**src/rtl/decimator_avg_pkg.sv**
```systemverilog
// Shared widths, divider state encoding and sign-extension helper for the
// boxcar-averaging decimator.
package decimator_avg_pkg;

    localparam int DW   = 18;
    localparam int NW   = 4;
    localparam int ACCW = DW + NW;
    localparam int ITW  = $clog2(ACCW);

    typedef enum logic [1:0] {
        DIV_IDLE = 2'd0,
        DIV_LOAD = 2'd1,
        DIV_ITER = 2'd2,
        DIV_DONE = 2'd3
    } div_state_t;

    function automatic logic [ACCW-1:0] sext(input logic [DW-1:0] d);
        return {{(ACCW-DW){d[DW-1]}}, d};
    endfunction

endpackage

```
**src/rtl/decimator_avg_seqdiv.sv**
```systemverilog
// Unsigned restoring divider: ACCW-bit dividend by NW-bit divisor, one
// quotient bit per cycle, start/done handshake.
//
// state | meaning
// IDLE  | waiting for start
// LOAD  | capture dividend and divisor, clear remainder
// ITER  | ACCW shift/subtract steps
// DONE  | quotient valid for this one cycle
module decimator_avg_seqdiv
    import decimator_avg_pkg::*;
(
    input  logic            clock,
    input  logic            reset,
    input  logic            start,
    input  logic [ACCW-1:0] dividend,
    input  logic [NW-1:0]   divisor,
    output logic [ACCW-1:0] quotient,
    output logic            busy,
    output logic            done
);

    div_state_t       state;
    logic [NW-1:0]    den;
    logic [NW-1:0]    rem;
    logic [ITW-1:0]   iter;
    logic [NW:0]      trial;

    // The dividend register doubles as the quotient: bits shift out the top
    // into the remainder while quotient bits shift in at the bottom.
    assign trial = {rem, quotient[ACCW-1]};
    assign busy  = (state != DIV_IDLE);
    assign done  = (state == DIV_DONE);

    always_ff @(posedge clock) begin
        if (reset) begin
            state    <= DIV_IDLE;
            quotient <= '0;
            den      <= '0;
            rem      <= '0;
            iter     <= '0;
        end else begin
            case (state)
                DIV_IDLE: begin
                    if (start) state <= DIV_LOAD;
                end
                DIV_LOAD: begin
                    quotient <= dividend;
                    den      <= divisor;
                    rem      <= '0;
                    iter     <= ITW'(ACCW - 1);
                    state    <= DIV_ITER;
                end
                DIV_ITER: begin
                    if (trial >= {1'b0, den}) begin
                        rem      <= NW'(trial - {1'b0, den});
                        quotient <= {quotient[ACCW-2:0], 1'b1};
                    end else begin
                        rem      <= trial[NW-1:0];
                        quotient <= {quotient[ACCW-2:0], 1'b0};
                    end
                    iter <= iter - ITW'(1);
                    if (iter == '0) state <= DIV_DONE;
                end
                DIV_DONE: begin
                    state <= DIV_IDLE;
                end
                default: state <= DIV_IDLE;
            endcase
        end
    end

endmodule

```
**src/rtl/decimator_avg.sv**
```systemverilog
// Boxcar-averaging decimator: sums Nfreq input samples and emits their mean,
// divided by a sequential divider running alongside the next frame's accumulation.
module decimator_avg
    import decimator_avg_pkg::*;
(
    input  logic                 clock,
    input  logic                 reset,
    input  logic                 endatain,
    input  logic [NW-1:0]        Nfreq,
    input  logic signed [DW-1:0] datain,
    output logic signed [DW-1:0] dataout,
    output logic                 dataoutvalid,
    output logic                 busy,
    output logic                 overrun
);

    logic [ACCW-1:0] acc;
    logic [ACCW-1:0] sum;
    logic [ACCW-1:0] sample_sum;
    logic [ACCW-1:0] sum_mag;
    logic [ACCW-1:0] quotient;
    logic [ACCW-1:0] neg_q;
    logic [NW-1:0]   cnt;
    logic [NW-1:0]   nlat;
    logic [NW-1:0]   nlat_eff;
    logic [NW-1:0]   divisor;
    logic            frame_end;
    logic            div_start;
    logic            div_done;
    logic [DW-1:0]   result;
    logic            unused_hi;

    // The frame length is taken live from Nfreq only on a frame's first sample.
    assign nlat_eff   = (cnt == '0) ? ((Nfreq == '0) ? NW'(1) : Nfreq) : nlat;
    assign frame_end  = endatain && (cnt == (nlat_eff - NW'(1)));
    assign div_start  = frame_end && !busy;
    assign sample_sum = acc + sext(datain);
    assign sum_mag    = sum[ACCW-1] ? (-sum) : sum;
    assign neg_q      = -quotient;
    assign result     = sum[ACCW-1] ? neg_q[DW-1:0] : quotient[DW-1:0];
    assign unused_hi  = ^{neg_q[ACCW-1:DW], quotient[ACCW-1:DW]};

    decimator_avg_seqdiv seqdiv_u (
        .clock    (clock),
        .reset    (reset),
        .start    (div_start),
        .dividend (sum_mag),
        .divisor  (divisor),
        .quotient (quotient),
        .busy     (busy),
        .done     (div_done)
    );

    always_ff @(posedge clock) begin
        if (reset) begin
            acc          <= '0;
            sum          <= '0;
            cnt          <= '0;
            nlat         <= '0;
            divisor      <= '0;
            dataout      <= '0;
            dataoutvalid <= 1'b0;
            overrun      <= 1'b0;
        end else begin
            if (endatain) begin
                if (cnt == '0) nlat <= nlat_eff;
                if (frame_end) begin
                    acc <= '0;
                    cnt <= '0;
                    // sum and divisor stay frozen while the divider reads them
                    if (busy) begin
                        overrun <= 1'b1;
                    end else begin
                        sum     <= sample_sum;
                        divisor <= nlat_eff;
                    end
                end else begin
                    acc <= sample_sum;
                    cnt <= cnt + NW'(1);
                end
            end
            dataoutvalid <= div_done;
            if (div_done) dataout <= result;
        end
    end

endmodule

```
**config.mk**
```make
export PLATFORM = sky130hd
export DESIGN_NAME = decimator_avg
export DESIGN_NICKNAME = d
export VERILOG_FILES = /design/src/rtl/decimator_avg_pkg.sv /design/src/rtl/decimator_avg_seqdiv.sv /design/src/rtl/decimator_avg.sv
export SDC_FILE = /design/constraint.sdc
export NUM_CORES = 1
export LEC_CHECK = 0
export CAP_MARGIN = 10
export CORE_MARGIN = 2
export CORE_UTILIZATION = 60
export CTS_BUF_LIST = sky130_fd_sc_hd__clkbuf_8
export CTS_CLUSTER_SIZE = 30
export DETAILED_ROUTE_END_ITERATION = 7
export PLACE_DENSITY = 0.81
export SYNTH_ARGS = -nofsm -noshare
export SYNTH_HDL_FRONTEND = slang
export SYNTH_HIERARCHICAL = 1
export SYNTH_SLANG_ARGS = --single-unit
export TNS_END_PERCENT = 10
```
**constraint.sdc**
```tcl
create_clock -name clock -period 5.3 [get_ports clock]
set_input_delay 1.06 -clock clock [delete_from_list [all_inputs] [get_ports clock]]
set_output_delay 1.06 -clock clock [all_outputs]
set_load 0.05 [all_outputs]
```
==> results of run 1 <==
## cells in the mapped netlist (all sizes together), types with 3 or more instances
master / instances / area [µm²]
nand3: 30 / 150
and2: 5 / 33.8
inv: 28 / 105
nor4: 4 / 31.3
and4: 4 / 35.0
nand2b: 23 / 144
a21o: 13 / 97.6
o21ai: 36 / 184
xor2: 23 / 201
dfxtp: 113 / 2260
nor2b: 10 / 62.6
nor3b: 3 / 32.5
a32o: 6 / 60.1
a22o: 6 / 52.6
nand4: 9 / 56.3
a211oi: 39 / 293
mux2i: 44 / 440
clkbuf: 28 / 105
o31ai: 11 / 92.6
nand3b: 5 / 37.5
nor2: 80 / 300
o2111ai: 4 / 35.0
a31oi: 4 / 25.0
xnor2: 27 / 236
a31o: 5 / 43.8
or3: 11 / 78.8
ha: 36 / 450
buf: 16 / 83.8
and3: 3 / 18.8
o211ai: 7 / 52.6
o41ai: 5 / 43.8
o21bai: 3 / 22.5
a21oi: 47 / 239
or4: 7 / 56.3
o21a: 6 / 45.0
nand2: 49 / 184
nor3: 15 / 75.1
a221oi: 3 / 32.5
## worst max-delay path: stages (launching register included)
cell     delay (ns)
dfxtp_1        0.39
inv_1          0.09
ha_1           0.20
nor3b_2        0.72
nor2_1         0.16
a21o_1         0.24
ha_1           0.33
xor2_1         0.14
nand2_1        0.09
nor4_1         0.19
nand2_1        0.08
buf_4          0.20
inv_1          0.32
buf_4          0.32
mux2i_1        0.22
nor2_1         0.06
## cell families (layout without fill, tap and decap cells)
group	Yosys count	count (layout)	share of synthesized area (%)
xor+xnor	50	50	6.50
compound gates	209	209	21.5
buf+inv	72	113	4.36
fa+ha+maj	38	38	7.28
simple gates	266	266	20.3
flops	113	113	33.6
mux	44	44	6.54
## metrics by stage
step / std cells / power [W] / util [%]
after floorplan: 792 / 0.00203 / -
after global placement: 941 / 0.00222 / 66.4
after detailed placement: 941 / 0.00228 / 66.4
after CTS: 973 / 0.00318 / 70.5
after global routing: 973 / 0.00337 / 70.5
final: 973 / 0.00317 / 70.5
## final timing paths
kind / from / end / slack, ns / cells past startpoint
worst min-delay path: acc[18] / acc[18] / 0.48 / 1
worst max-delay path: cnt[0] / sum[2] / 1.42 / 15
worst min register to register: acc[18] / acc[18] / 0.48 / 1
worst max register to register: cnt[0] / sum[2] / 1.42 / 15
## routing by layer
metal	track usage, %	routed length, µm	share of wire, %	vias to the layer above
met5	0	0	0	-
met2	43.8	7180	48	163
met1	32.1	6800	46	2727
met3	5.76	676	4.5	28
met4	12.2	252	1.7	0
li1	-	-	-	2941
## power groups by stage
| stage | logic (W) | clock network [W] | registers [W] |
|---|---|---|---|
| after floorplan | 0.000890 | 0 | 0.00114 |
| after global placement | 0.00108 | 0 | 0.00115 |
| after detailed placement | 0.00112 | 0 | 0.00116 |
| after CTS | 0.00113 | 0.000904 | 0.00114 |
| after global routing | 0.00127 | 0.000939 | 0.00116 |
| final | 0.00114 | 0.000891 | 0.00114 |
## cell type report
class                      instances  area share [%]
multi-input combinational        607            54.5
sequential                       113            29.5
timing repair buffer              53            6.62
clock buffer                      23            4.12
tap                              140            2.28
clock inverter                     9            1.65
inverter                          28            1.37
## state kept, by name (all words and copies together) (netlist names), 2 cells and up
| name | count |
|---|---|
| sum | 22 |
| acc | 22 |
| dataout | 18 |
| cnt | 4 |
| seqdiv_u/quotient | 22 |
| seqdiv_u/den | 4 |
| seqdiv_u/state | 2 |
| nlat | 4 |
| seqdiv_u/iter | 5 |
| seqdiv_u/rem | 4 |
| divisor | 4 |
==> qor.csv, run 1 <==
stage,metric,value,unit
power,PwrDens,414,nW/µm²
final_layout,design area,7680,µm²
timing,Setup TNS,0,ns
timing,fmax,258,MHz
final_layout,register area,2260,µm²
final_layout,Final nets,883,
clock_network,Num CTS Buffers,17,
routing,Final ANT Viol Nets,0,
final_layout,fill cell count,862,
final_layout,share of post-route cells with drive strength above 1,7.44,%
floorplanning,num rows,38,
critical_path,crit path max fanout,21,
floorplanning,starting density of the core,61.9,%
final_layout,antenna diode count,0,
timing,setup ws final,1.42,ns
power,combinational share of power,35.9,%
global_route,Total GRT Usage,26.2,%
yosys,Mapped Avg Cell Area,8.51,µm²
timing,RSZ-0062 raised after global routing,no,
clock_network,Max Buffers Root-to-Sink,2,
routing,First DRT Iteration DRCs,358,
yosys,syn_nets,855,
clock_network,TritonCTS clock tree,built,
clock_network,Hold Buf Count CTS,0,
routing,Vias per Instance,6.02,
timing,Worst Skew,0.0171,ns
floorplanning,Die Height,110,µm
hold_path,HP Class,flop to flop,
routing,Wirelength per Cell,15.3,µm
yosys,Post-synth EDFFs,0,
place,IO Port Bufs,45,
clock_network,"CTS clk-pin slew, worst paths",0.07,ns
power,clock share of power,28.1,%
timing,endpoints failing setup,0,
outcome,status,"finished, final reports clean",
power,Reg power frac,36.0,%
clock_network,CTS root buffer,clkbuf_8,
timing,final hold vios,0,
power,peak supply drop,324,µV
yosys,dominant synthesized flop cell,dfxtp_1,
floorplanning,area of the core,10900,µm²
timing,Max-slew headroom,42.8,%
yosys,Unique masters post-synth,68,
final_layout,"most common cell after layout, fill and taps aside",dfxtp_1,
place,GPL Wtd Cong,0.868,
routing,DRT Wirelength,14900,µm
global_route,global-route wire length before repair,25100,µm
timing,min Tclk post-route,3.88,ns
clock_network,# resized after CTS,0,
power,Psw,0.00118,W
critical_path,Worst setup SP type,flop,
clock_network,later-pin clock latency in the skew report,0.45,ns
yosys,synthesized flop and latch total,113,
global_route,vias in the first global route,5596,
routing,detailed-route via count,5859,
critical_path,Worst Path Required,5.62,ns
critical_path,Critical Path End Type,flop,
final_layout,Area growth syn-to-layout,13.9,%
routing,DRC violations left,0,
global_route,pin count of the biggest net entering global routing,66,
routing,drt first pass iters,5,
clock_network,setup bufs post-CTS,0,
place,DP Worst Slack,1.15,ns
timing,Worst-Margin Slew,0.855,ns
global_route,GRT overflow,0,
power,Leak Pwr,2.97,nW
floorplanning,Die X,110,µm
yosys,register area share after synthesis,33.6,%
clock_network,# clock sinks,113,
clock_network,H-tree Lvls,4,
timing,Min Hold Slack,0.479,ns
global_route,antenna violations before repair,0,
run,Max Cap Viol,0,
yosys,Yosys warning count,6,
final_layout,footprint of the multi-input gates,4180,µm²
timing,Max Slew Vio Count,0,
yosys,Synth Instances,792,
floorplanning,die area,12100,µm²
yosys,Post-synth ARST share,0,%
floorplanning,Top Ports,46,
power,switching part of the total,37.1,%
critical_path,Crit path arrival time,4.21,ns
timing,fin crit share,73.3,%
power,internal power,0.00200,W
final_layout,most frequent cells in the layout,"dfxtp_1, nor2_1, nand2_1",
place,dpl hpwl,10400,µm
critical_path,Worst Setup Path Type,flop to flop,
yosys,Post-Syn Area,6740,µm²
place,Post-DP Area,7230,µm²
Power figures use the tool's default switching activity.
==> run 2: changes to the inputs <==
==> constraint.sdc (replaced) <==
create_clock -name clock -period 4.05 [get_ports clock]
set_input_delay 0.81 -clock clock [delete_from_list [all_inputs] [get_ports clock]]
set_output_delay 0.81 -clock clock [all_outputs]
set_load 0.05 [all_outputs]
==> run 2 against run 1 <==
Compared with the run above:
- sequential power rose by 32%
- final area decreased by 0.90%
- count of clock-buffer cells in the layout decreased by 2
- clock power is 8.4% higher
- critical path depth is 2 lower
- sequential share of layout area up 0.27 points
- non-clock buffer count up 2
- die area unchanged
- setup slack worse by 0.61 ns
- final cell count increased by 0.10%
==> qor.csv, run 2 (synthesized netlist as in run 1, its figures left out) <==
stage,metric,value,unit,change
critical_path,crit path max fanout,14,,-33%
run,Max Cap Viol,0,,unchanged
critical_path,Crit path arrival time,3.56,ns,-0.65 ns
place,Post-DP Area,7250,µm²,+0.21%
routing,DRT Wirelength,14800,µm,-0.46%
timing,fin crit share,80.0,%,+6.7 points
clock_network,setup bufs post-CTS,0,,unchanged
final_layout,footprint of the multi-input gates,4180,µm²,unchanged
floorplanning,Die Height,110,µm,unchanged
timing,Worst-Margin Slew,0.889,ns,+0.0343 ns
floorplanning,starting density of the core,61.9,%,unchanged
critical_path,critical-path cell list,inv_1 > ha_1 > nor3b_2 > buf_4 > nor2_1 > a21o_1 > ha_1 > xor2_1 > nand2_1 > nor3_1 > nand2_1 > nand3_1 > a21oi_1,,
critical_path,critical path's slowest cell,dfxtp_1,,
clock_network,# clock sinks,113,,unchanged
timing,fmax,309,MHz,+20%
clock_network,# resized after CTS,0,,unchanged
power,Psw,0.00150,W,+27%
hold_path,HP Class,flop to flop,,
clock_network,TritonCTS clock tree,built,,
routing,First DRT Iteration DRCs,387,,+8.1%
final_layout,Area growth syn-to-layout,12.9,%,
clock_network,Num CTS Buffers,17,,unchanged
final_layout,most frequent cells in the layout,"dfxtp_1, nor2_1, nand2_1",,
final_layout,share of post-route cells with drive strength above 1,7.07,%,-0.37 points
critical_path,Worst setup SP type,flop,,
routing,Wirelength per Cell,15.2,µm,-0.56%
power,peak supply drop,348,µV,+7.3%
final_layout,biggest regs,"acc x22, seqdiv_u/quotient x22, sum x22",,
floorplanning,num rows,38,,unchanged
outcome,status,"finished, final reports clean",,
timing,Max Slew Vio Count,0,,unchanged
timing,min Tclk post-route,3.24,ns,-0.644 ns
final_layout,register area,2260,µm²,unchanged
clock_network,Hold Buf Count CTS,0,,unchanged
timing,endpoints failing setup,0,,unchanged
final_layout,antenna diode count,0,,unchanged
power,Reg power frac,38.0,%,+2.0 points
final_layout,fill cell count,865,,+0.35%
routing,Vias per Instance,6.05,,+0.53%
timing,Max-slew headroom,40.7,%,-2.0 points
critical_path,Worst Setup Path Type,flop to flop,,
power,total power,0.00394,W,+24%
floorplanning,Top Ports,46,,unchanged
place,GPL Wtd Cong,0.902,,+3.9%
timing,final hold vios,0,,unchanged
power,clock share of power,24.5,%,-3.6 points
critical_path,Worst Path Required,4.37,ns,-1.25 ns
final_layout,design area,7610,µm²,-0.90%
global_route,GRT overflow,0,,unchanged
clock_network,CTS root buffer,clkbuf_8,,
power,PwrDens,518,nW/µm²,+25%
clock_network,Max Buffers Root-to-Sink,2,,unchanged
timing,Setup TNS,0,ns,unchanged
power,combinational share of power,37.5,%,+1.6 points
power,internal power,0.00244,W,+22%
place,dpl hpwl,10700,µm,+3.3%
power,Leak Pwr,2.96,nW,-0.41%
final_layout,Final nets,885,,+0.23%
routing,DRC violations left,0,,unchanged
final_layout,"most common cell after layout, fill and taps aside",dfxtp_1,,
floorplanning,area of the core,10900,µm²,unchanged
critical_path,CP max stage delay,0.48,ns,-0.24 ns
routing,Final ANT Viol Nets,0,,unchanged
power,switching part of the total,38.0,%,+0.95 points
timing,Worst Skew,0.00660,ns,-0.0105 ns
critical_path,Critical Path End Type,flop,,
floorplanning,die area,12100,µm²,unchanged
floorplanning,Die X,110,µm,unchanged
global_route,Total GRT Usage,26.1,%,-0.080 points
global_route,pin count of the biggest net entering global routing,55,,-17%
clock_network,later-pin clock latency in the skew report,0.44,ns,about the same
place,IO Port Bufs,45,,unchanged
routing,drt first pass iters,5,,unchanged
clock_network,"CTS clk-pin slew, worst paths",0.07,ns,about the same
global_route,global-route wire length before repair,25100,µm,-0.14%
timing,RSZ-0062 raised after global routing,no,,
global_route,antenna violations before repair,0,,unchanged
clock_network,H-tree Lvls,4,,unchanged
routing,detailed-route via count,5896,,+0.63%
global_route,vias in the first global route,5486,,-2.0%
run 2: cell types whose count changed in the layout (fill, tap and decap cells not counted), sizes merged:
cell      delta
bufinv       -2
buf          +2
inv          +4
clkbuf       -2
clkinvlp     -1
run 2: power groups by stage:
stage | combinational [W] | sequential, W | clock, W
after floorplan | 0.00116 | 0.00149 | 0
after global placement | 0.00140 | 0.00150 | 0
after detailed placement | 0.00146 | 0.00151 | 0
after CTS | 0.00147 | 0.00149 | 0.000988
after global routing | 0.00165 | 0.00153 | 0.00103
final | 0.00148 | 0.00150 | 0.000966
run 2: stage by stage:
step	instances	setup slack, ns	util, %	hold WS, ns
after floorplan	792	1.07	-	0.427
after global placement	943	0.546	66.6	0.438
after detailed placement	943	0.432	66.6	0.452
after CTS	974	0.830	69.9	0.461
after global routing	974	0.476	69.9	0.484
final	974	0.810	69.9	0.458
run 2: worst max-delay path: cells and delay by family, from the launching register on:
kind	cells	cell delay, ns
AO/OA/AOI/OAI	2	0.27
XOR/XNOR	1	0.15
adder cells (fa/ha/maj)	2	0.50
flip-flops	1	0.48
AND/OR/NAND/NOR	6	1.43
buffers and inverters	2	0.27
run 2: final timing paths:
| path | cells past startpoint | end | slack [ns] | startpoint |
|---|---|---|---|---|
| max reg2reg | 13 | acc[11] | 0.81 | cnt[0] |
| max | 13 | acc[11] | 0.81 | cnt[0] |
| min | 2 | seqdiv_u/rem[3] | 0.46 | seqdiv_u/rem[3] |
| min reg2reg | 2 | seqdiv_u/rem[3] | 0.46 | seqdiv_u/rem[3] |
run 2: final cells by class:
type,count,area share [%]
clock buffer,21,3.80
clock inverter,10,0.921
inverter,28,1.38
multi-input combinational,607,55.0
sequential,113,29.7
tap,140,2.30
timing repair buffer,55,6.88
run 2: routing by layer:
| layer | track usage, % | part of all wire, % | vias up | wire, µm |
|---|---|---|---|---|
| met4 | 11.2 | 2.0 | 0 | 301 |
| met2 | 42.3 | 47 | 155 | 6960 |
| li1 | - | - | 2949 | - |
| met5 | 0 | 0 | - | 0 |
| met3 | 5.47 | 5.0 | 27 | 737 |
| met1 | 33.7 | 46 | 2765 | 6840 |
